===== src/rtl/fix_checksum_ctrl.sv =====
// FIX message framer: finds the 8= header, sums the message modulo 256, decodes the
// 10=nnn trailer and reports a per-message checksum verdict plus saturating statistics.
module fix_checksum_ctrl #(
    parameter int unsigned MAX_LEN = 4096,
    parameter int unsigned CNT_W   = 16
) (
    input  logic             clk,
    input  logic             rst,
    input  logic [7:0]       data_i,
    input  logic             data_valid_i,
    input  logic             clr_cnt_i,
    output logic             msg_start_o,
    output logic             msg_end_o,
    output logic             done_o,
    output logic             chk_ok_o,
    output logic             frame_err_o,
    output logic [7:0]       computed_o,
    output logic [7:0]       received_o,
    output logic [CNT_W-1:0] ok_cnt_o,
    output logic [CNT_W-1:0] bad_cnt_o
);

    localparam int unsigned LEN_W = $clog2(MAX_LEN + 1);

    localparam logic [2:0] IDLE = 3'd0;
    localparam logic [2:0] HDR  = 3'd1;
    localparam logic [2:0] BODY = 3'd2;
    localparam logic [2:0] T1   = 3'd3;
    localparam logic [2:0] T2   = 3'd4;
    localparam logic [2:0] T3   = 3'd5;
    localparam logic [2:0] DIG  = 3'd6;
    localparam logic [2:0] TERM = 3'd7;

    localparam logic [7:0] CH_SOH = 8'h01;
    localparam logic [7:0] CH_0   = 8'h30;
    localparam logic [7:0] CH_1   = 8'h31;
    localparam logic [7:0] CH_8   = 8'h38;
    localparam logic [7:0] CH_EQ  = 8'h3D;

    logic [2:0]       state_q, state_d;
    logic [7:0]       sum_q, sum_d;
    logic [LEN_W-1:0] len_q, len_d;
    logic [7:0]       comp_q, comp_d;
    logic [9:0]       val_q, val_d;
    logic [1:0]       dcnt_q, dcnt_d;
    logic             start_q, start_d;
    logic             end_q, end_d;
    logic             ferr_q, ferr_d;
    logic             done_q, chk_ok_q;
    logic [7:0]       computed_q, received_q;
    logic [CNT_W-1:0] ok_cnt_q, bad_cnt_q;

    logic             is_digit;
    logic [7:0]       sum_add;
    logic [LEN_W-1:0] len_inc;
    logic             len_hit;
    logic             verdict;

    assign is_digit = (data_i >= CH_0) && (data_i <= 8'h39);
    assign sum_add  = sum_q + data_i;
    assign len_inc  = len_q + 1'b1;
    assign len_hit  = (len_inc == LEN_W'(MAX_LEN));
    assign verdict  = (val_q <= 10'd255) && (val_q[7:0] == comp_q);

    always_comb begin
        state_d = state_q;
        sum_d   = sum_q;
        len_d   = len_q;
        comp_d  = comp_q;
        val_d   = val_q;
        dcnt_d  = dcnt_q;
        start_d = 1'b0;
        end_d   = 1'b0;
        ferr_d  = 1'b0;
        if (data_valid_i) begin
            case (state_q)
                IDLE: if (data_i == CH_8) state_d = HDR;
                HDR: begin
                    if (data_i == CH_EQ) begin
                        state_d = BODY;
                        sum_d   = 8'h75;  // '8' + '=' already seen
                        len_d   = '0;
                        start_d = 1'b1;
                    end else if (data_i != CH_8) begin
                        state_d = IDLE;
                    end
                end
                BODY, T1, T2, T3: begin
                    if (state_q == T3 && data_i == CH_EQ) begin
                        state_d = DIG;
                        comp_d  = sum_q - (CH_1 + CH_0);  // drop the "10" of the tag
                        val_d   = '0;
                        dcnt_d  = '0;
                    end else begin
                        sum_d = sum_add;
                        len_d = len_inc;
                        if (len_hit) begin
                            state_d = IDLE;
                            ferr_d  = 1'b1;
                        end else if (data_i == CH_SOH) begin
                            state_d = T1;
                        end else if (state_q == T1 && data_i == CH_1) begin
                            state_d = T2;
                        end else if (state_q == T2 && data_i == CH_0) begin
                            state_d = T3;
                        end else begin
                            state_d = BODY;
                        end
                    end
                end
                DIG: begin
                    if (is_digit) begin
                        val_d  = val_q * 10'd10 + {2'b00, data_i - CH_0};
                        dcnt_d = dcnt_q + 2'd1;
                        if (dcnt_q == 2'd2) state_d = TERM;
                    end else begin
                        state_d = IDLE;
                        ferr_d  = 1'b1;
                    end
                end
                TERM: begin
                    state_d = IDLE;
                    if (data_i == CH_SOH) end_d = 1'b1;
                    else                  ferr_d = 1'b1;
                end
                default: state_d = IDLE;
            endcase
        end
    end

    always_ff @(posedge clk) begin
        if (rst) begin
            state_q    <= IDLE;
            sum_q      <= '0;
            len_q      <= '0;
            comp_q     <= '0;
            val_q      <= '0;
            dcnt_q     <= '0;
            start_q    <= 1'b0;
            end_q      <= 1'b0;
            ferr_q     <= 1'b0;
            done_q     <= 1'b0;
            chk_ok_q   <= 1'b0;
            computed_q <= '0;
            received_q <= '0;
            ok_cnt_q   <= '0;
            bad_cnt_q  <= '0;
        end else begin
            state_q <= state_d;
            sum_q   <= sum_d;
            len_q   <= len_d;
            comp_q  <= comp_d;
            val_q   <= val_d;
            dcnt_q  <= dcnt_d;
            start_q <= start_d;
            end_q   <= end_d;
            ferr_q  <= ferr_d;
            // Verdict resolves the cycle after msg_end; comp_q/val_q cannot change before then.
            done_q  <= end_q;
            if (end_q) begin
                chk_ok_q   <= verdict;
                computed_q <= comp_q;
                received_q <= val_q[7:0];
            end
            if (clr_cnt_i) begin
                ok_cnt_q  <= '0;
                bad_cnt_q <= '0;
            end else if (end_q) begin
                if (verdict && ok_cnt_q != {CNT_W{1'b1}}) ok_cnt_q <= ok_cnt_q + 1'b1;
                if (!verdict && bad_cnt_q != {CNT_W{1'b1}}) bad_cnt_q <= bad_cnt_q + 1'b1;
            end
        end
    end

    assign msg_start_o = start_q;
    assign msg_end_o   = end_q;
    assign frame_err_o = ferr_q;
    assign done_o      = done_q;
    assign chk_ok_o    = chk_ok_q;
    assign computed_o  = computed_q;
    assign received_o  = received_q;
    assign ok_cnt_o    = ok_cnt_q;
    assign bad_cnt_o   = bad_cnt_q;

endmodule


===== config.mk =====
export PLATFORM = sky130hd
export DESIGN_NAME = fix_checksum_ctrl
export DESIGN_NICKNAME = d
export VERILOG_FILES = /design/src/rtl/fix_checksum_ctrl.sv
export SDC_FILE = /design/constraint.sdc
export NUM_CORES = 1
export LEC_CHECK = 0
export BUFFER_PORTS_ARGS = -buffer_cell sky130_fd_sc_hd__buf_4
export CORE_MARGIN = 5
export CORE_UTILIZATION = 35
export CTS_CLUSTER_DIAMETER = 60
export CTS_CLUSTER_SIZE = 8
export DETAILED_ROUTE_END_ITERATION = 10
export GPL_TIMING_DRIVEN = 0
export PLACE_DENSITY = 0.63
export REMOVE_ABC_BUFFERS = 1
export SYNTH_ARGS = -nofsm -noshare
export SYNTH_HDL_FRONTEND = slang
export SYNTH_SLANG_ARGS = --single-unit

===== constraint.sdc =====
create_clock -name clk -period 2.55 [get_ports clk]
set_clock_uncertainty 0.1 [all_clocks]
set_input_delay 0.51 -clock clk [delete_from_list [all_inputs] [get_ports clk]]
set_output_delay 0.51 -clock clk [all_outputs]
set_load 0.05 [all_outputs]

# Word level (Yosys, flattened, before mapping)
# Cells that the tools add are included.
# totals
word_cells,107
ff_bits,97
out_inout_bits,53
# classes
addsub,8
eq_ne,25
mux,30
n_bitwise,3
mul,1
magnitude_cmp,3
n_reduce_logical,22
# op_table
cell,count
16-bit by 1-bit adder with 16-bit output (second input constant),2
8-bit by 6-bit equality test with 1-bit output (second input constant),4
16-bit inequality test (second input constant),2
3-bit two-way mux,10
13-bit two-way mux,2
13-bit case mux with 2 select lines,1
10-bit two-way mux,2
10-bit case mux with 2 select lines,1
8-bit two-way mux,2
8-bit case mux with 2 select lines,1
3-bit case mux with 5 select lines,1
13-bit by 1-bit adder with 13-bit output (second input constant),1
13-bit equality test (second input constant),1
3-bit equality test (second input constant),4
4-bit AND reduction,3
10-bit by 8-bit adder with 10-bit output,1
10-bit by 8-bit <= comparator with 1-bit output (second input constant),1
10-bit by 3-bit multiplier with 9-bit output (second input constant),1
2-bit inequality test (second input constant),5
8-bit adder,1
8-bit by 1-bit equality test with 1-bit output (second input constant),1
8-bit equality test,1
8-bit by 6-bit greater-or-equal comparator with 1-bit output (second input constant),1
8-bit by 6-bit <= comparator with 1-bit output (second input constant),1
other kinds (22),42

# Logic depth before layout (Yosys ltp)
# logic_depth
depth_word,8
ltp_mapped,12
depth_no_buf,12

# Worst setup path after synthesis
# No wires, ideal clock.
# synth_path
path_type,register to register
startpoint,register val_q[1]
endpoint,register val_q[8]
setup_ps,70
stages_incl_launch_ff,11
required_time_ps,2380
period_less_slack_ps,2823
arrival_time_ps,2653
path_slack_ps,-273
cell_sequence,dfxtp_1 ha_1 ha_1 fa_1 ha_1 nand3_1 o211ai_1 o41ai_1 xnor2_1 or3_1 a21oi_1
# synth_between
elab_chain_len,4
# synth_lines
item,line_no,text
"start, declared",44,"logic [9:0] val_q, val_d;"
"start signal, assigned",153,val_q <= val_d;
10-bit by 3-bit multiplier with 9-bit output,113,"val_d = val_q * 10'd10 + {2'b00, data_i - CH_0};"
10-bit by 8-bit adder with 10-bit output,113,
10-bit two-way mux,112,if (is_digit) begin
10-bit case mux with 2 select lines,76,case (state_q)
# No other way between the ends. The select of a mux whose other input is x is not followed.
# A chain may end at the register's enable or synchronous reset.

# Final worst setup path
# Same ends and word-level chain as after synthesis.

==> metrics.yaml <==
pre_cts_ws_ns: -0.662
core_um2: 16400
cts-buffers-inserted: 9
h-tree-depth: 3
postSynthCellCount: 684
start_util_pct: 35.3
chipWidth_um: 139
area_growth_pct: 20.4
routedWlPerCell_um: 15.1
die-height_um: 139
leakage_uw: 0.00263
syn_avg_cell_area_um2: 8.46
ff2ff_path_depth: 11
grt_max_degree: 68
reg2reg_from: "val_q[1]"
yosysSeqAreaShare_pct: 33.6
hold_path.class: "input pin to register"
utilization_pct: 42.5
rsz0062_at_grt: "yes"
hold_viol: 0
final_nets: 786
status: "finished, violations left"
antenna_found_initial: 0
async_flop_share_pct: 0
ys.warnings.count: 0
clk_pin_slew_worst_paths_ns: 0.08
cpMostUsedCell: "ha_4"
netlist.area_leader.share_pct: 33.6
power_uw: 3020
max_cap_viol_count: 0
cts.sinks: 97
grt_pass1_vias: 4856
grt_pass1_wl_mm: 24.0
rows: 47
crit_start: "val_q[1]"
drv_slew: 0
slowest_delay_ns: 0.40
ant_nets: 0
slowest_stage: "ha_1"
synth_area_um2: 5790
final_cell_mix: "nor2_1 (97), dfxtp_1 (90), buf_4 (75)"
critPathArrivalTime_ns: 3.06
fmax_mhz: 348
powerDensity_nw_per_um2: 433
cts_buffer_depth: 2
finalSetupViolCount: 4
critical_path.endpoint: "val_q[8]"
die_area_um2: 19200
vias: 5126
vias_per_cell: 5.33
num_antenna_cells: 0
drt_iter0_markers: 263
cts_hold_buf: 0
cp-end-kind: "register"
failed_checks: "negative setup slack"
r2r-end: "val_q[8]"
place_congestion: 0.874
grt_overflow_total: 0
routed_wl_mm: 14.6
place_area_um2: 6360
synth_edf_count: 0
cp_cell_sequence: "ha_4 > ha_4 > fa_2 > xor2_1 > ha_1 > nor3_2 > nor2_1 > o41ai_2 > xnor2_1 > or3_1 > a21oi_2"
synth.area.top_cells: "dfxtp_1 (34%), ha_1 (7.4%), nor2_1 (6.3%)"
r2r_slack_ns: -0.33
ys.flop_type: "dfxtp_1"
cts_tree: "built"
hpwl_mm: 9.93
fin_crit_ns: 2.88
worst_setup_path_start_kind: "register"
port_buffers: 64
critPathKind: "register to register"
grt_use_total_pct: 15.0
drc: 0
synth.distinct_cells: 70
final_common_cell: "nor2_1"
tightestPinTransition_ns: 0.838
cts-root-buf: "clkbuf_16"
dpl.cell_count: 933
ioPinCount: 65
dr.pass1.iters: 5
worstSkewPairLatency_ns: 0.36
fin_crit_sh_pct: 113
worstPathRequired_ns: 2.74
fin_cells: 962
cp_max_fo: 4
slew_headroom_pct: 43.9
final_layout_size_suffix_gt1_share_pct: 20.5
setup_ws_ns: -0.326
design_area_um2: 6970
yosys_register_bits: 97
synth_area_leader_cell: "dfxtp_1"
ir_worst_vdd_mv: 0.333
[area by class of cell]
type	instances	area (um2)
Clock buffer	9	225
Clock inverter	7	72.6
Fill cell	1650	9440
Inverter	17	63.8
Multi-Input combinational cell	535	3780
Sequential cell	97	1970
Tap cell	220	275
Timing Repair Buffer	77	586
[stage by stage]
stage / hold slack (ns) / TNS (ns)
after floorplan: 0.350 / -2.92
after global placement: 0.369 / -20.32
after detailed placement: 0.372 / -20.41
after CTS: 0.334 / -0.444
after global routing: 0.352 / -1.35
final: 0.347 / -0.791
[Yosys cell counts (3+ instances only)]
| cell type | count |
|---|---|
| a21o_1 | 6 |
| nand2b_1 | 4 |
| buf_6 | 5 |
| dfxtp_1 | 97 |
| or3_1 | 10 |
| fa_1 | 3 |
| o21ai_0 | 10 |
| a311oi_1 | 3 |
| and4_1 | 5 |
| nand3_1 | 36 |
| a21oi_1 | 38 |
| a22oi_2 | 3 |
| nand4_1 | 20 |
| nor3_1 | 21 |
| o41ai_1 | 4 |
| nand3b_1 | 4 |
| and3_1 | 16 |
| xor2_1 | 19 |
| nor4_1 | 5 |
| buf_2 | 9 |
| xnor2_1 | 34 |
| o21a_1 | 3 |
| ha_1 | 34 |
| a211oi_1 | 13 |
| o22ai_1 | 3 |
| nor2_1 | 97 |
| mux2i_1 | 21 |
| o21bai_1 | 4 |
| clkbuf_1 | 18 |
| or2_2 | 6 |
| a31oi_1 | 10 |
| nor3b_1 | 3 |
| a31o_2 | 6 |
| inv_1 | 17 |
| nand2_1 | 45 |
| and2_1 | 6 |
[how the worst min path moves through the flow]
stage | from | to | slack [ns] | cells past startpoint
final | clr_cnt_i | bad_cnt_o[14] | 0.35 | 3
after global routing | clr_cnt_i | bad_cnt_o[5] | 0.35 | 3
after CTS | clr_cnt_i | ok_cnt_o[6] | 0.33 | 3
after detailed placement | val_q[8] | val_q[8] | 0.37 | 2
after global placement | val_q[8] | val_q[8] | 0.37 | 2
after floorplan | val_q[8] | val_q[8] | 0.35 | 2
[report_power, final]
| group | leakage (uW) | switching, uW | internal [uW] | total (uW) |
|---|---|---|---|---|
| clock | 0.000143 | 663 | 691 | 1350 |
| sequential | 0.000786 | 0.0941 | 1510 | 1510 |
| combinational | 0.00170 | 96.3 | 60.3 | 157 |
[sequential cells by signal (all words and copies together), names as in the netlist]
register	count
ok_cnt_o	16
sum_q	8
msg_end_o	1
state_q	3
val_q	10
computed_o	8
comp_q	8
dcnt_q	2
done_o	1
msg_start_o	1
bad_cnt_o	16
chk_ok_o	1
len_q	13
frame_err_o	1
received_o	8
[cells by family after synthesis]
logic type / count (synthesis) / share of synthesized area (%)
adders and majority gates: 37 / 8.39
muxes: 21 / 3.63
AOI/OAI and AO/OA: 132 / 16.5
buffers and inverters: 52 / 4.28
xor gates and xnor gates: 53 / 8.02
and+or+nand+nor: 292 / 25.6
DFF: 97 / 33.6
[metal layers]
layer / global-route usage (%) / up-vias / part of all wire (%)
met5: 0 / - / 0
met4: 4.63 / 0 / 1.5
met3: 3.90 / 17 / 6.0
met2: 24.3 / 133 / 46
met1: 19.7 / 2395 / 46
li1: - / 2581 / -
[critical path: cells and delay by family (launching register included)]
| family | cells | cell delay, ns |
|---|---|---|
| fa+ha+maj | 4 | 1.17 |
| simple gates | 3 | 0.61 |
| flops | 1 | 0.36 |
| xor+xnor | 2 | 0.32 |
| compound gates | 2 | 0.24 |
[timing repair]
item                                    CTS  global route
hold endpoints to repair                  0             0
gates resized for setup                  33            10
buffers inserted                          8             5
pin swaps                                14             9
endpoints found under the setup margin   49            24
Note: power is estimated with default switching activity, not from simulation.
